===== config.mk =====
export PLATFORM = sky130hd
export DESIGN_NAME = piton_aws_axi_err_responder_flat
export DESIGN_NICKNAME = d
export VERILOG_FILES = /design/src/rtl/piton_aws_axi_pkg.sv /design/src/rtl/piton_aws_axi_err_responder_if.sv /design/src/rtl/piton_aws_err_rd_gen.sv /design/src/rtl/piton_aws_axi_err_responder.sv /design/src/flat_wrapper.sv
export SDC_FILE = /design/constraint.sdc
export NUM_CORES = 1
export LEC_CHECK = 0
export ABC_AREA = 1
export BUFFER_PORTS_ARGS = -buffer_cell sky130_fd_sc_hd__clkbuf_2
export CORE_AREA = 2 2 546 548
export CTS_CLUSTER_DIAMETER = 40
export DETAILED_ROUTE_END_ITERATION = 8
export DIE_AREA = 0 0 548 550
export PLACE_DENSITY = 0.3
export SLEW_MARGIN = 25
export SYNTH_ARGS = -nofsm -noshare
export SYNTH_HDL_FRONTEND = slang
export SYNTH_SLANG_ARGS = --single-unit

===== constraint.sdc =====
create_clock -name clk -period 13.75 [get_ports clk]
set_clock_uncertainty 0.1 [all_clocks]
set_input_delay 1.375 -clock clk [delete_from_list [all_inputs] [get_ports clk]]
set_output_delay 1.375 -clock clk [all_outputs]
set_load 0.005 [all_outputs]

===== src/rtl/piton_aws_axi_pkg.sv =====
`default_nettype none
// ============================================================================
// Module   : piton_aws_axi_pkg
// Purpose  : Shared types and helpers for the AXI error responder slice.
// Revision : 1.0
// ============================================================================
package piton_aws_axi_pkg;

    typedef enum logic [1:0] {
        OKAY   = 2'b00,
        EXOKAY = 2'b01,
        SLVERR = 2'b10,
        DECERR = 2'b11
    } axi_resp_e;

    typedef enum logic [1:0] {
        W_IDLE = 2'd0,
        W_DATA = 2'd1,
        W_RESP = 2'd2
    } wr_state_e;

    typedef enum logic [0:0] {
        R_IDLE = 1'b0,
        R_DATA = 1'b1
    } rd_state_e;

    localparam int c_ERR_CNT_WIDTH = 32;

    // Up to two handshakes per cycle; clamp at all-ones instead of wrapping.
    function automatic logic [c_ERR_CNT_WIDTH-1:0] sat_add(
        input logic [c_ERR_CNT_WIDTH-1:0] cnt,
        input logic [1:0]                 inc
    );
        logic [c_ERR_CNT_WIDTH:0] sum;
        sum = {1'b0, cnt} + {{(c_ERR_CNT_WIDTH-1){1'b0}}, inc};
        return sum[c_ERR_CNT_WIDTH] ? {c_ERR_CNT_WIDTH{1'b1}} : sum[c_ERR_CNT_WIDTH-1:0];
    endfunction

endpackage
`default_nettype wire


===== src/rtl/piton_aws_axi_err_responder_if.sv =====
`default_nettype none
// ============================================================================
// Module   : piton_aws_axi_err_responder_if
// Purpose  : AXI4 bundle (AW/W/B/AR/R) seen by the error responder.
// Revision : 1.0
// ============================================================================
interface piton_aws_axi_err_responder_if #(
    parameter int ID_WIDTH   = 16,
    parameter int ADDR_WIDTH = 64,
    parameter int DATA_WIDTH = 512
);
    logic [ID_WIDTH-1:0]     awid;
    logic [ADDR_WIDTH-1:0]   awaddr;
    logic [7:0]              awlen;
    logic                    awvalid;
    logic                    awready;

    logic [DATA_WIDTH-1:0]   wdata;
    logic [DATA_WIDTH/8-1:0] wstrb;
    logic                    wlast;
    logic                    wvalid;
    logic                    wready;

    logic [ID_WIDTH-1:0]     bid;
    logic [1:0]              bresp;
    logic                    bvalid;
    logic                    bready;

    logic [ID_WIDTH-1:0]     arid;
    logic [ADDR_WIDTH-1:0]   araddr;
    logic [7:0]              arlen;
    logic                    arvalid;
    logic                    arready;

    logic [ID_WIDTH-1:0]     rid;
    logic [DATA_WIDTH-1:0]   rdata;
    logic [1:0]              rresp;
    logic                    rlast;
    logic                    rvalid;
    logic                    rready;

    modport master (
        output awid, awaddr, awlen, awvalid, input awready,
        output wdata, wstrb, wlast, wvalid, input wready,
        input  bid, bresp, bvalid, output bready,
        output arid, araddr, arlen, arvalid, input arready,
        input  rid, rdata, rresp, rlast, rvalid, output rready
    );

    modport slave (
        input  awid, awaddr, awlen, awvalid, output awready,
        input  wdata, wstrb, wlast, wvalid, output wready,
        output bid, bresp, bvalid, input bready,
        input  arid, araddr, arlen, arvalid, output arready,
        output rid, rdata, rresp, rlast, rvalid, input rready
    );
endinterface
`default_nettype wire


===== src/rtl/piton_aws_err_rd_gen.sv =====
`default_nettype none
// ============================================================================
// Module   : piton_aws_err_rd_gen
// Purpose  : Read side of the error responder: arlen+1 fill beats per AR.
// Revision : 1.0
// ============================================================================
module piton_aws_err_rd_gen
    import piton_aws_axi_pkg::*;
#(
    parameter int                    ID_WIDTH   = 16,
    parameter int                    DATA_WIDTH = 512,
    parameter axi_resp_e             RESP_CODE  = DECERR,
    parameter logic [DATA_WIDTH-1:0] FILL_DATA  = '1
) (
    input  logic                  clk,
    input  logic                  rst_n,
    input  logic [ID_WIDTH-1:0]   arid,
    input  logic [7:0]            arlen,
    input  logic                  arvalid,
    output logic                  arready,
    output logic [ID_WIDTH-1:0]   rid,
    output logic [DATA_WIDTH-1:0] rdata,
    output logic [1:0]            rresp,
    output logic                  rlast,
    output logic                  rvalid,
    input  logic                  rready,
    output logic                  ar_hs
);
    rd_state_e           r_state;
    rd_state_e           w_state_nxt;
    logic                r_up;
    logic [ID_WIDTH-1:0] r_rid;
    logic [7:0]          r_arlen;
    logic [7:0]          r_beat;
    logic                w_arready;
    logic                w_rvalid;
    logic                w_rlast;
    logic                w_r_hs;

    // r_up keeps arready low through reset and raises it on the first free edge.
    always_ff @(posedge clk) begin
        if (!rst_n) begin
            r_state <= R_IDLE;
            r_up    <= 1'b0;
        end else begin
            r_state <= w_state_nxt;
            r_up    <= 1'b1;
        end
    end

    always_comb begin
        w_state_nxt = r_state;
        w_arready   = 1'b0;
        w_rvalid    = 1'b0;
        case (r_state)
            R_IDLE: begin
                w_arready = r_up;
                if (arvalid && r_up) w_state_nxt = R_DATA;
            end
            R_DATA: begin
                w_rvalid = 1'b1;
                if (rready && w_rlast) w_state_nxt = R_IDLE;
            end
            default: w_state_nxt = R_IDLE;
        endcase
    end

    assign w_rlast = (r_beat == r_arlen);
    assign ar_hs   = arvalid & w_arready;
    assign w_r_hs  = w_rvalid & rready;

    always_ff @(posedge clk) begin
        if (!rst_n) begin
            r_rid   <= '0;
            r_arlen <= '0;
            r_beat  <= '0;
        end else if (ar_hs) begin
            r_rid   <= arid;
            r_arlen <= arlen;
            r_beat  <= '0;
        end else if (w_r_hs && !w_rlast) begin
            r_beat  <= r_beat + 8'd1;
        end
    end

    assign arready = w_arready;
    assign rvalid  = w_rvalid;
    assign rlast   = w_rvalid & w_rlast;
    assign rid     = w_rvalid ? r_rid : '0;
    assign rdata   = w_rvalid ? FILL_DATA : '0;
    assign rresp   = w_rvalid ? RESP_CODE : 2'b00;

endmodule
`default_nettype wire


===== src/rtl/piton_aws_axi_err_responder.sv =====
`default_nettype none
// ============================================================================
// Module   : piton_aws_axi_err_responder
// Purpose  : AXI4 slave that error-terminates non-DDR traffic and logs it.
// Revision : 1.0
// ============================================================================
module piton_aws_axi_err_responder
    import piton_aws_axi_pkg::*;
#(
    parameter int                    ID_WIDTH   = 16,
    parameter int                    ADDR_WIDTH = 64,
    parameter int                    DATA_WIDTH = 512,
    parameter axi_resp_e             RESP_CODE  = DECERR,
    parameter logic [DATA_WIDTH-1:0] FILL_DATA  = '1
) (
    input  logic                      clk,
    input  logic                      rst_n,
    piton_aws_axi_err_responder_if.slave axi,
    input  logic                      err_clr,
    output logic [c_ERR_CNT_WIDTH-1:0] err_cnt,
    output logic                      err_seen,
    output logic [ADDR_WIDTH-1:0]     err_last_addr,
    output logic                      wlen_mismatch
);
    wr_state_e                  r_wr_state;
    wr_state_e                  w_wr_state_nxt;
    logic                       r_up;
    logic [ID_WIDTH-1:0]        r_bid;
    logic [7:0]                 r_awlen;
    logic [7:0]                 r_wbeat;
    logic                       w_awready;
    logic                       w_wready;
    logic                       w_bvalid;
    logic                       w_aw_hs;
    logic                       w_w_hs;
    logic                       w_ar_hs;
    logic [c_ERR_CNT_WIDTH-1:0] r_err_cnt;
    logic                       r_err_seen;
    logic [ADDR_WIDTH-1:0]      r_err_last_addr;
    logic                       r_wlen_mismatch;
    logic                       w_unused;

    always_ff @(posedge clk) begin
        if (!rst_n) begin
            r_wr_state <= W_IDLE;
            r_up       <= 1'b0;
        end else begin
            r_wr_state <= w_wr_state_nxt;
            r_up       <= 1'b1;
        end
    end

    // Burst end is wlast only; awlen is checked, never trusted for termination.
    always_comb begin
        w_wr_state_nxt = r_wr_state;
        w_awready      = 1'b0;
        w_wready       = 1'b0;
        w_bvalid       = 1'b0;
        case (r_wr_state)
            W_IDLE: begin
                w_awready = r_up;
                if (axi.awvalid && r_up) w_wr_state_nxt = W_DATA;
            end
            W_DATA: begin
                w_wready = 1'b1;
                if (axi.wvalid && axi.wlast) w_wr_state_nxt = W_RESP;
            end
            W_RESP: begin
                w_bvalid = 1'b1;
                if (axi.bready) w_wr_state_nxt = W_IDLE;
            end
            default: w_wr_state_nxt = W_IDLE;
        endcase
    end

    assign w_aw_hs = axi.awvalid & w_awready;
    assign w_w_hs  = axi.wvalid & w_wready;

    always_ff @(posedge clk) begin
        if (!rst_n) begin
            r_bid   <= '0;
            r_awlen <= '0;
            r_wbeat <= '0;
        end else if (w_aw_hs) begin
            r_bid   <= axi.awid;
            r_awlen <= axi.awlen;
            r_wbeat <= '0;
        end else if (w_w_hs) begin
            r_wbeat <= r_wbeat + 8'd1;
        end
    end

    assign axi.awready = w_awready;
    assign axi.wready  = w_wready;
    assign axi.bvalid  = w_bvalid;
    assign axi.bid     = w_bvalid ? r_bid : '0;
    assign axi.bresp   = w_bvalid ? RESP_CODE : 2'b00;

    piton_aws_err_rd_gen #(
        .ID_WIDTH   (ID_WIDTH),
        .DATA_WIDTH (DATA_WIDTH),
        .RESP_CODE  (RESP_CODE),
        .FILL_DATA  (FILL_DATA)
    ) u_rd_gen (
        .clk     (clk),
        .rst_n   (rst_n),
        .arid    (axi.arid),
        .arlen   (axi.arlen),
        .arvalid (axi.arvalid),
        .arready (axi.arready),
        .rid     (axi.rid),
        .rdata   (axi.rdata),
        .rresp   (axi.rresp),
        .rlast   (axi.rlast),
        .rvalid  (axi.rvalid),
        .rready  (axi.rready),
        .ar_hs   (w_ar_hs)
    );

    // Clear beats a coincident handshake for the sticky state; the address log still updates.
    always_ff @(posedge clk) begin
        if (!rst_n) begin
            r_err_cnt       <= '0;
            r_err_seen      <= 1'b0;
            r_err_last_addr <= '0;
            r_wlen_mismatch <= 1'b0;
        end else begin
            if (err_clr) begin
                r_err_cnt       <= '0;
                r_err_seen      <= 1'b0;
                r_wlen_mismatch <= 1'b0;
            end else begin
                r_err_cnt <= sat_add(r_err_cnt, {1'b0, w_aw_hs} + {1'b0, w_ar_hs});
                if (w_aw_hs || w_ar_hs) r_err_seen <= 1'b1;
                if (w_w_hs && axi.wlast && (r_wbeat != r_awlen)) r_wlen_mismatch <= 1'b1;
            end
            if (w_aw_hs)      r_err_last_addr <= axi.awaddr;
            else if (w_ar_hs) r_err_last_addr <= axi.araddr;
        end
    end

    assign err_cnt       = r_err_cnt;
    assign err_seen      = r_err_seen;
    assign err_last_addr = r_err_last_addr;
    assign wlen_mismatch = r_wlen_mismatch;

    // Write payload is intentionally discarded.
    assign w_unused = ^{axi.wdata, axi.wstrb};

endmodule
`default_nettype wire

===== src/flat_wrapper.sv =====
// flat-port wrapper written by rule: the top's interface ports become plain ports
module piton_aws_axi_err_responder_flat import piton_aws_axi_pkg::*;
#(
    parameter int                    ID_WIDTH   = 16,
    parameter int                    ADDR_WIDTH = 64,
    parameter int                    DATA_WIDTH = 512,
    parameter axi_resp_e             RESP_CODE  = DECERR,
    parameter logic [DATA_WIDTH-1:0] FILL_DATA  = '1
)
  (clk, rst_n, err_clr, err_cnt, err_seen, err_last_addr, wlen_mismatch, axi_awid, axi_awaddr, axi_awlen, axi_awvalid, axi_awready, axi_wdata, axi_wstrb, axi_wlast, axi_wvalid, axi_wready, axi_bid, axi_bresp, axi_bvalid, axi_bready, axi_arid, axi_araddr, axi_arlen, axi_arvalid, axi_arready, axi_rid, axi_rdata, axi_rresp, axi_rlast, axi_rvalid, axi_rready);
  piton_aws_axi_err_responder_if #(.ID_WIDTH(ID_WIDTH), .ADDR_WIDTH(ADDR_WIDTH), .DATA_WIDTH(DATA_WIDTH)) axi_i ();
  input  logic clk;
  input  logic rst_n;
  input  logic err_clr;
  output logic [c_ERR_CNT_WIDTH-1:0] err_cnt;
  output logic err_seen;
  output logic [ADDR_WIDTH-1:0] err_last_addr;
  output logic wlen_mismatch;
  input wire logic [$bits(axi_i.awid)-1:0] axi_awid;
  input wire logic [$bits(axi_i.awaddr)-1:0] axi_awaddr;
  input wire logic [$bits(axi_i.awlen)-1:0] axi_awlen;
  input wire logic [$bits(axi_i.awvalid)-1:0] axi_awvalid;
  output wire logic [$bits(axi_i.awready)-1:0] axi_awready;
  input wire logic [$bits(axi_i.wdata)-1:0] axi_wdata;
  input wire logic [$bits(axi_i.wstrb)-1:0] axi_wstrb;
  input wire logic [$bits(axi_i.wlast)-1:0] axi_wlast;
  input wire logic [$bits(axi_i.wvalid)-1:0] axi_wvalid;
  output wire logic [$bits(axi_i.wready)-1:0] axi_wready;
  output wire logic [$bits(axi_i.bid)-1:0] axi_bid;
  output wire logic [$bits(axi_i.bresp)-1:0] axi_bresp;
  output wire logic [$bits(axi_i.bvalid)-1:0] axi_bvalid;
  input wire logic [$bits(axi_i.bready)-1:0] axi_bready;
  input wire logic [$bits(axi_i.arid)-1:0] axi_arid;
  input wire logic [$bits(axi_i.araddr)-1:0] axi_araddr;
  input wire logic [$bits(axi_i.arlen)-1:0] axi_arlen;
  input wire logic [$bits(axi_i.arvalid)-1:0] axi_arvalid;
  output wire logic [$bits(axi_i.arready)-1:0] axi_arready;
  output wire logic [$bits(axi_i.rid)-1:0] axi_rid;
  output wire logic [$bits(axi_i.rdata)-1:0] axi_rdata;
  output wire logic [$bits(axi_i.rresp)-1:0] axi_rresp;
  output wire logic [$bits(axi_i.rlast)-1:0] axi_rlast;
  output wire logic [$bits(axi_i.rvalid)-1:0] axi_rvalid;
  input wire logic [$bits(axi_i.rready)-1:0] axi_rready;
  assign axi_i.awid = axi_awid;
  assign axi_i.awaddr = axi_awaddr;
  assign axi_i.awlen = axi_awlen;
  assign axi_i.awvalid = axi_awvalid;
  assign axi_awready = axi_i.awready;
  assign axi_i.wdata = axi_wdata;
  assign axi_i.wstrb = axi_wstrb;
  assign axi_i.wlast = axi_wlast;
  assign axi_i.wvalid = axi_wvalid;
  assign axi_wready = axi_i.wready;
  assign axi_bid = axi_i.bid;
  assign axi_bresp = axi_i.bresp;
  assign axi_bvalid = axi_i.bvalid;
  assign axi_i.bready = axi_bready;
  assign axi_i.arid = axi_arid;
  assign axi_i.araddr = axi_araddr;
  assign axi_i.arlen = axi_arlen;
  assign axi_i.arvalid = axi_arvalid;
  assign axi_arready = axi_i.arready;
  assign axi_rid = axi_i.rid;
  assign axi_rdata = axi_i.rdata;
  assign axi_rresp = axi_i.rresp;
  assign axi_rlast = axi_i.rlast;
  assign axi_rvalid = axi_i.rvalid;
  assign axi_i.rready = axi_rready;
  piton_aws_axi_err_responder #(.ID_WIDTH(ID_WIDTH), .ADDR_WIDTH(ADDR_WIDTH), .DATA_WIDTH(DATA_WIDTH), .RESP_CODE(RESP_CODE), .FILL_DATA(FILL_DATA)) u_core (.clk(clk), .rst_n(rst_n), .axi(axi_i), .err_clr(err_clr), .err_cnt(err_cnt), .err_seen(err_seen), .err_last_addr(err_last_addr), .wlen_mismatch(wlen_mismatch));
endmodule

==> flow_summary.json, run 1 <==
{
  "status": "completed",
  "gp_congestion": 0.732,
  "crit_fanout": 169,
  "fillers": 34800,
  "path_clk_slew_ns": 0.08,
  "critPathMaxStageDelay_ns": 0.77,
  "multiInputGateArea_um2": 3810,
  "numCtsBuffers": 25,
  "nets": 2790,
  "synth_nets": 2488,
  "grt_overflow_total": 0,
  "place_ws_ns": 8.45,
  "switching_share_pct": 31.6,
  "drt-total-wl_mm": 48.1,
  "min_path_cells": 2,
  "htree_levels": 4,
  "slowest_stage": "dfxtp_4",
  "drive_gt1_share_pct": 45.2,
  "drv_slew": 0,
  "cap_viol_max_count": 0,
  "cts_setup_buffers": 0,
  "ys_ff_latch": 166,
  "fmax_ghz": 0.181,
  "dieArea_um2": 301000,
  "synth_largest_area_cell": "buf_4",
  "hold_path_class": "reg -> reg",
  "ys_types": 36,
  "grt_pass1_wl_mm": 64.8,
  "synth_top_area_share_pct": 33.0,
  "setup-tns-final_ns": 0,
  "reg2reg_depth": 15,
  "seq_power_share_pct": 34.8,
  "worstPathRequired_ns": 12.27,
  "p_leak_uw": 0.00784,
  "combPwrFrac_pct": 20.1,
  "via_count": 10700,
  "p_clk_share_pct": 45.0,
  "p_per_area_nw_per_um2": 84.6,
  "yosysWarningCount": 0,
  "cts_buffer_depth": 3,
  "critical_path_class": "reg -> out",
  "synth_area_um2": 11900,
  "cts_root_buf": "clkbuf_16",
  "ctsHoldBuffers": 0,
  "synth-seq-area-share_pct": 27.9,
  "cts_resized": 0,
  "wl_per_cell_um": 8.06,
  "synthArstFlopShare_pct": 0,
  "relSlewSlack_pct": 38.3,
  "vias_per_cell": 1.79,
  "dieWidth_um": 548,
  "placement.io_buffers": 836,
  "die_h_um": 550,
  "r2r_slack_ns": 9.64,
  "setup_ws_ns": 8.24,
  "intPower_uw": 1030,
  "dpl.hpwl_mm": 36.9,
  "cp.depth": 6,
  "period_needed_ns": 5.51,
  "antenna_found_initial": 14,
  "fin_util_pct": 6.00,
  "register_area_um2": 3330,
  "worstMarginPinSlew_ns": 0.925,
  "drt_iter0_markers": 351,
  "post-route-period-util_pct": 40.1,
  "synth_edf_count": 0,
  "path_delay_family": "buffers and inverters",
  "path_common_cell": "buf_6",
  "fin_hold_ws_ns": 0.355,
  "crit_buf_inv": 5,
  "yosys-top-cells-count": "buf_4 (524), nand2_1 (330), dfxtp_1 (166), nand3_1 (160), inv_1 (156)",
  "startpoint_type": "flop",
  "final-setup-viol-count": 0,
  "rsz0062_at_grt": "false",
  "core-area_um2": 296000,
  "gr-usage-all-layers_pct": 3.00,
  "drc": 0,
  "arrival_ns": 4.04,
  "clk_latency_ns": 0.56,
  "antenna_left": 0,
  "synthCells": 1723,
  "grt_start_max_net_pins": 170,
  "cts_tree": "done",
  "core.rowCount": 200,
  "synth_area_leaders": "buf_4 (33%), dfxtp_1 (28%), nand2_1 (10%)",
  "synth_most_common_cell": "buf_4",
  "areaGrowthSynthToFinish_pct": 48.9,
  "vdd_drop_max_mv": 0.0739,
  "path_cells": "buf_6, buf_6, buf_6, nand2_1, inv_1, clkbuf_2",
  "io_pins": 1413,
  "dr.pass1.iters": 4,
  "clkSinkCount": 166,
  "grt_pass1_vias": 8982,
  "critical_path.endpoint_type": "output pin",
  "initial_core_util_pct": 4.03,
  "hold_viol": 0,
  "synth_ff_type": "dfxtp_1",
  "p_sw_uw": 474,
  "avgSynthCellArea_um2": 6.92
}
==> kinds of logic (layout without fill, tap and decap cells) <==
kind of cell	after synthesis	after routing	share of synthesized area (%)
xor+xnor	26	26	1.91
flops	166	166	27.9
buf+inv	738	1046	40.1
other cells	0	1	0
fa+ha+maj	4	4	0.483
compound gates	118	118	5.37
simple gates	671	671	24.2
==> power by group through the flow <==
stage,clock network [uW],registers (uW),logic [uW]
after floorplan,0,551,402
after global placement,0,534,319
after detailed placement,0,534,313
after CTS,736,523,314
after global routing,743,527,344
final,676,523,302
==> metal layers <==
| metal | up-vias | wire, um | global-route usage (%) |
|---|---|---|---|
| met5 | - | 59 | 0 |
| met3 | 62 | 4640 | 1.25 |
| met2 | 657 | 24000 | 5.40 |
| li1 | 5383 | - | - |
| met4 | 10 | 1300 | 1.09 |
| met1 | 4600 | 18200 | 3.11 |
==> worst reg2reg max path, stage by stage (launching register included) <==
cell     delay [ns]
dfxtp_1        0.34
inv_2          0.05
nand2_1        0.09
nor2_2         0.20
nand2_4        0.30
inv_2          0.64
fa_1           0.47
ha_1           0.26
nand3_1        0.18
inv_1          0.15
nand2_4        0.09
nor2_8         0.18
nand3_4        0.31
inv_1          0.45
o21ai_0        0.17
inv_1          0.07
==> metrics by stage <==
step / instances / cell area (um2) / total power, uW
3_5_place_dp: 5937 / 17000 / 848
2_1_floorplan: 1723 / 11900 / 953
4_1_cts: 5970 / 17700 / 1570
6_report: 5971 / 17700 / 1500
3_3_place_gp: 5937 / 17000 / 852
5_1_grt: 5970 / 17700 / 1610
==> state kept, by name (all words and copies together), names as in the netlist <==
signal                   cells
u_core.wlen_mismatch         1
u_core.r_bid                16
u_core.r_up                  1
u_core.r_wbeat               8
u_core.err_last_addr        64
u_core.r_wr_state            2
u_core.r_awlen               8
u_core.u_rd_gen.r_beat       8
u_core.err_seen              1
u_core.u_rd_gen.r_rid       16
u_core.u_rd_gen.r_arlen      8
u_core.err_cnt              32
u_core.u_rd_gen.r_state      1
==> layout by cell type, fill, tap and decap left out, types with 6 or more instances in the layout <==
cell type and count:
clkbuf_2 835, nand2_1 329, dfxtp_1 165, nand3_1 160, inv_1 156, nor2_1 141
o21ai_0 60, a21oi_1 42, clkbuf_16 25, xnor2_1 17, buf_4 11, a21oi_2 10
xor2_1 9, inv_2 6, nor2_2 6, nand3b_1 6
==> area by class of cell <==
| class | instances | area share (%) |
|---|---|---|
| inverter | 164 | 3.48 |
| timing repair buffer | 849 | 24.2 |
| antenna | 1 | 0.0141 |
| clock buffer | 27 | 3.63 |
| sequential | 166 | 18.8 |
| multi-input combinational | 819 | 21.5 |
| clock inverter | 6 | 0.607 |
| tap | 3939 | 27.8 |
==> final timing paths <==
path / to / from
setup / recovery: axi_rid[8] / u_core.u_rd_gen.r_state
hold / removal: u_core.r_bid[9] / u_core.r_bid[9]
setup reg to reg: u_core.err_cnt[15] / u_core.r_wr_state[1]
hold reg to reg: u_core.r_bid[9] / u_core.r_bid[9]
(Power assumes the default switching activity.)
==> inputs of run 2 (changes only) <==
==> constraint.sdc (replaced) <==
create_clock -name clk -period 5.65 [get_ports clk]
set_clock_uncertainty 0.1 [all_clocks]
set_input_delay 0.565 -clock clk [delete_from_list [all_inputs] [get_ports clk]]
set_output_delay 0.565 -clock clk [all_outputs]
set_load 0.005 [all_outputs]
==> run 2 against run 1 <==
  * Combinational power up 150%
  * First-iteration DRC count up 8.0%
  * Non-clock buffer count up 1
  * Worst hold slack worse by 0.18 ns
  * Cell count about the same
  * Worst setup slack worse by 6.9 ns
  * Cell area up 0.20%
==> flow_summary.json, run 2 (synthesis results as in run 1) <==
{
  "vdd_drop_max_mv": 0.145,
  "drive_gt1_share_pct": 45.3,
  "hold_path_class": "in -> reg",
  "combPwrFrac_pct": 20.3,
  "reg2reg_from": "u_core.r_wr_state[0]",
  "layout_common_cells": "clkbuf_2 (835), nand2_1 (329), dfxtp_1 (165)",
  "core-area_um2": 296000,
  "cts_resized": 0,
  "p_leak_uw": 0.00785,
  "switching_share_pct": 32.0,
  "drc": 0,
  "largest_register_ffs": 64,
  "r2r_end": "u_core.err_cnt[13]",
  "numCtsBuffers": 25,
  "p_per_area_nw_per_um2": 205,
  "hold_viol": 0,
  "wl_per_cell_um": 8.13,
  "cap_viol_max_count": 0,
  "initial_core_util_pct": 4.03,
  "cts_buffer_depth": 3,
  "postLayoutCellArea_um2": 17800,
  "fin_hold_ws_ns": 0.177,
  "ctsHoldBuffers": 0,
  "hp-start": "axi_arid[9]",
  "reg2reg_depth": 15,
  "io_pins": 1413,
  "vias_per_cell": 1.80,
  "nets": 2791,
  "p_clk_share_pct": 44.8,
  "period_needed_ns": 4.28,
  "clk_latency_ns": 0.56,
  "htree_levels": 4,
  "startpoint_type": "flop",
  "path_clk_slew_ns": 0.08,
  "gr-usage-all-layers_pct": 3.00,
  "critical_path_class": "reg -> out",
  "dr.pass1.iters": 5,
  "grt_overflow_total": 0,
  "r2r_slack_ns": 2.03,
  "worstMarginPinSlew_ns": 0.875,
  "core.rowCount": 200,
  "antenna_found_initial": 21,
  "dieArea_um2": 301000,
  "worstPathRequired_ns": 4.99,
  "critical_path.endpoint_type": "output pin",
  "dpl.hpwl_mm": 36.8,
  "cts_setup_buffers": 0,
  "fmax_ghz": 0.233,
  "seq_power_share_pct": 34.9,
  "final-setup-viol-count": 0,
  "min_to": "u_core.u_rd_gen.r_rid[9]",
  "die_h_um": 550,
  "arrival_ns": 3.62,
  "grt_start_max_net_pins": 353,
  "min_path_cells": 3,
  "grt_pass1_vias": 9036,
  "crit_fanout": 248,
  "p_sw_uw": 1170,
  "cts_root_buf": "clkbuf_16",
  "rsz0062_at_grt": "false",
  "via_count": 10800,
  "intPower_uw": 2480,
  "dieWidth_um": 548,
  "placement.io_buffers": 836,
  "setup-tns-final_ns": 0,
  "status": "completed",
  "relSlewSlack_pct": 41.7,
  "placed_area_um2": 17000,
  "post-route-period-util_pct": 75.8,
  "grt_pass1_wl_mm": 65.2,
  "gp_congestion": 0.756,
  "cts_tree": "done",
  "drt_iter0_markers": 379,
  "antenna_left": 0,
  "drv_slew": 0,
  "layout_commonest_cell": "clkbuf_2",
  "clkSinkCount": 166,
  "drt-total-wl_mm": 48.6,
  "areaGrowthSynthToFinish_pct": 49.2
}
## run 2: changes by cell type in the layout (fill, tap and decap cells not counted), moves of 2 or more
cell,delta
buf_6,-3
buf_12,+2
clkbuf_8,+2
diode_2,+2
## run 2: power groups by stage
| stage | clock network (uW) | registers (uW) | logic, uW |
|---|---|---|---|
| after floorplan | 0 | 1340 | 711 |
| after global placement | 0 | 1300 | 780 |
| after detailed placement | 0 | 1300 | 767 |
| after CTS | 1780 | 1270 | 768 |
| after global routing | 1790 | 1280 | 841 |
| final | 1630 | 1270 | 740 |
## run 2: worst max-delay path: stages (launching register included)
cell and delay, ns:
dfxtp_4 0.83, buf_12 0.38, buf_16 0.49, buf_4 0.71, nand2_1 0.13, inv_1 0.09, clkbuf_2 0.12
## run 2: final cells by class
type / instances / area, um2
Inverter: 164 / 618
Antenna cell: 3 / 7.51
Sequential cell: 166 / 3330
Clock buffer: 28 / 667
Clock inverter: 4 / 72.6
Fill cell: 34900 / 278000
Tap cell: 3939 / 4930
Timing Repair Buffer: 850 / 4340
Multi-Input combinational cell: 819 / 3810
## run 2: worst max path at each step
stage | start | to | slack (ns) | cells after the start
global route | u_core.u_rd_gen.r_state | axi_rid[12] | 0.91 | 6
floorplan | u_core.u_rd_gen.r_state | u_core.err_cnt[21] | 0.31 | 16
detailed placement | axi_awvalid | u_core.err_cnt[13] | 1.83 | 13
global placement | axi_awvalid | u_core.err_cnt[16] | 1.81 | 13
CTS | u_core.u_rd_gen.r_state | axi_rid[12] | 1.26 | 5
finish | u_core.u_rd_gen.r_state | axi_rid[8] | 1.37 | 6
## run 2: routing by layer
layer | GRT usage [%] | wire (um) | vias up
li1 | - | - | 5377
met1 | 3.21 | 18600 | 4616
met2 | 5.40 | 24100 | 688
met3 | 1.17 | 4610 | 66
met4 | 0.960 | 1110 | 10
met5 | 0 | 58 | -
## run 2: per-stage QoR
stage	std cells	power (uW)	setup slack (ns)	util [%]
after global routing	5972	3910	0.911	6.01
after detailed placement	5937	2070	1.83	5.75
final	5973	3650	1.37	6.01
after global placement	5937	2080	1.81	5.75
after CTS	5969	3820	1.26	6.00
after floorplan	1723	2050	0.313	-
==> inputs of run 3 (changes only) <==
--- a/config.mk
+++ b/config.mk
@@ -7,10 +7,10 @@
 export LEC_CHECK = 0
 export ABC_AREA = 1
 export BUFFER_PORTS_ARGS = -buffer_cell sky130_fd_sc_hd__clkbuf_2
-export CORE_AREA = 2 2 546 548
+export CORE_AREA = 2 2 555 557
 export CTS_CLUSTER_DIAMETER = 40
 export DETAILED_ROUTE_END_ITERATION = 8
-export DIE_AREA = 0 0 548 550
+export DIE_AREA = 0 0 557 559
 export PLACE_DENSITY = 0.3
 export SLEW_MARGIN = 25
 export SYNTH_ARGS = -nofsm -noshare
==> constraint.sdc (replaced) <==
create_clock -name clk -period 3.6 [get_ports clk]
set_clock_uncertainty 0.1 [all_clocks]
set_input_delay 0.36 -clock clk [delete_from_list [all_inputs] [get_ports clk]]
set_output_delay 0.36 -clock clk [all_outputs]
set_load 0.005 [all_outputs]
==> run 3 against run 2 <==
  * Combinational power is 84% higher
  * First-iteration DRC count is 13% higher
  * Via count is 4.8% higher
  * Count of clock-buffer cells in the layout is 1 higher
  * Worst setup slack worse by 1.1 ns
  * Cell count is 5.1% higher
  * Worst hold slack worse by 0.11 ns
  * Largest cell class is now buffers
  * Critical path depth is 7 higher
  * Die area is 3.3% higher
  * Critical endpoint is now u_core.err_last_addr[13]
  * Global-route usage is 0.21 points higher
  * Cell area is 10% higher
  * Non-clock buffer count is 142 higher
==> flow_summary.json, run 3 (synthesis results as in run 1) <==
{
  "io_pins": 1413,
  "gp_congestion": 0.738,
  "r2r_end": "u_core.err_last_addr[13]",
  "critical_path.endpoint_type": "flop",
  "antenna_found_initial": 7,
  "clk_latency_ns": 0.55,
  "gr-usage-all-layers_pct": 3.21,
  "startpoint_type": "flop",
  "layout_common_cells": "clkbuf_2 (835), nand2_1 (328), dfxtp_1 (165)",
  "path_common_cell": "nand2_1",
  "multiInputGateArea_um2": 3890,
  "cts_buffer_depth": 3,
  "register_area_um2": 3330,
  "nets": 2933,
  "initial_core_util_pct": 3.91,
  "vdd_drop_max_mv": 0.205,
  "path_delay_family": "buffers and inverters",
  "slowest_stage": "nor2_4",
  "cap_viol_max_count": 0,
  "arrival_ns": 3.68,
  "dieWidth_um": 557,
  "cts_tree": "done",
  "dieArea_um2": 311000,
  "min_to": "u_core.err_last_addr[33]",
  "path_clk_slew_ns": 0.09,
  "drt-total-wl_mm": 52.5,
  "placement.io_buffers": 836,
  "dr.pass1.iters": 5,
  "setup-tns-final_ns": 0,
  "die_h_um": 559,
  "drv_slew": 0,
  "antenna_left": 0,
  "total_power_uw": 5870,
  "layout_commonest_cell": "clkbuf_2",
  "fillers": 36100,
  "relSlewSlack_pct": 49.3,
  "min_path_cells": 5,
  "status": "completed",
  "clkSinkCount": 166,
  "critical_path_class": "reg -> reg",
  "drc": 0,
  "final-setup-viol-count": 0,
  "rsz0062_at_grt": "false",
  "drt_iter0_markers": 429,
  "vias_per_cell": 1.80,
  "crit_buf_inv": 6,
  "critPathMaxStageDelay_ns": 0.66,
  "htree_levels": 4,
  "fmax_ghz": 0.305,
  "drive_gt1_share_pct": 43.1,
  "post-route-period-util_pct": 91.2,
  "p_per_area_nw_per_um2": 300,
  "grt_overflow_total": 0,
  "grt_pass1_vias": 10100,
  "r2r_slack_ns": 0.32,
  "core.rowCount": 203,
  "largest_register_ffs": 64,
  "grt_pass1_wl_mm": 71.6,
  "hold_path_class": "in -> reg",
  "hp-start": "axi_araddr[33]",
  "reg2reg_from": "u_core.r_wr_state[0]",
  "crit_fanout": 73,
  "numCtsBuffers": 25,
  "period_needed_ns": 3.28,
  "grt_start_max_net_pins": 345,
  "via_count": 11300,
  "dpl.hpwl_mm": 40.4,
  "areaGrowthSynthToFinish_pct": 64.1,
  "cp.depth": 13,
  "p_leak_uw": 0.00854,
  "wl_per_cell_um": 8.36,
  "hold_viol": 0,
  "path_cells": "inv_2, nand2_1, nor2_2, nand2_4, clkinv_2, buf_12, nor2_4, buf_12, nand2_1, nand3_1, dlygate4sd3_1, nand2_1, inv_1",
  "cts_root_buf": "clkbuf_16",
  "core-area_um2": 305000,
  "reg2reg_depth": 13,
  "worstMarginPinSlew_ns": 0.760,
  "worstPathRequired_ns": 4.00
}
==> run 3: through the flow <==
stage	std cells	hold WS (ns)	worst slack [ns]	utilization [%]	cell area, um2
after floorplan	1723	0.288	-1.49	-	12100
after global placement	6101	0.341	0.569	5.68	17300
after detailed placement	6101	0.348	0.525	5.68	17300
after CTS	6271	0.000525	0.0507	6.38	19500
after global routing	6275	0.0498	0.0111	6.41	19600
final	6276	0.0626	0.317	6.41	19600
==> run 3: what timing repair did <==
item                                    CTS  global route
hold buffers                            137             0
gates resized for setup                   1             0
endpoints found under the setup margin  107           221
gates cloned                              0             1
pin swaps                                 0             0
hold endpoints to repair                109             0
setup buffers                             0             0
==> run 3: worst max path at each step <==
| stage | slack (ns) | to | from |
|---|---|---|---|
| floorplan | -1.49 | u_core.err_cnt[3] | u_core.u_rd_gen.r_state |
| finish | 0.32 | u_core.err_last_addr[13] | u_core.r_wr_state[0] |
| CTS | 0.05 | axi_rdata[487] | u_core.u_rd_gen.r_state |
| detailed placement | 0.52 | u_core.err_cnt[18] | u_core.u_rd_gen.r_state |
| global route | 0.01 | u_core.err_last_addr[18] | u_core.r_wr_state[0] |
| global placement | 0.57 | u_core.err_cnt[18] | u_core.u_rd_gen.r_state |
==> run 3: worst min-delay path, delay by kind of cell <==
family / cells / cell delay [ns]
simple gates: 3 / 0.19
buf+inv: 2 / 0.12
==> run 3: cell type report <==
type	count	area share, %
antenna	2	0.0256
clock buffer	29	3.49
clock inverter	4	0.378
inverter	164	3.17
multi-input combinational	819	19.9
sequential	166	17.0
tap	4100	26.2
timing repair buffer	992	29.8
==> run 3: layer usage <==
layer | wire, um | global-route usage, % | vias up
li1 | - | - | 5676
met1 | 19200 | 3.22 | 4921
met3 | 5610 | 1.41 | 50
met2 | 26500 | 5.87 | 627
met4 | 1060 | 1.03 | 0
met5 | 0 | 0 | -
==> run 3: where the power goes <==
group | switching (uW) | internal, uW | total [uW]
Sequential | 51.9 | 1930 | 1980
Clock | 1050 | 1480 | 2530
Combinational | 711 | 645 | 1360
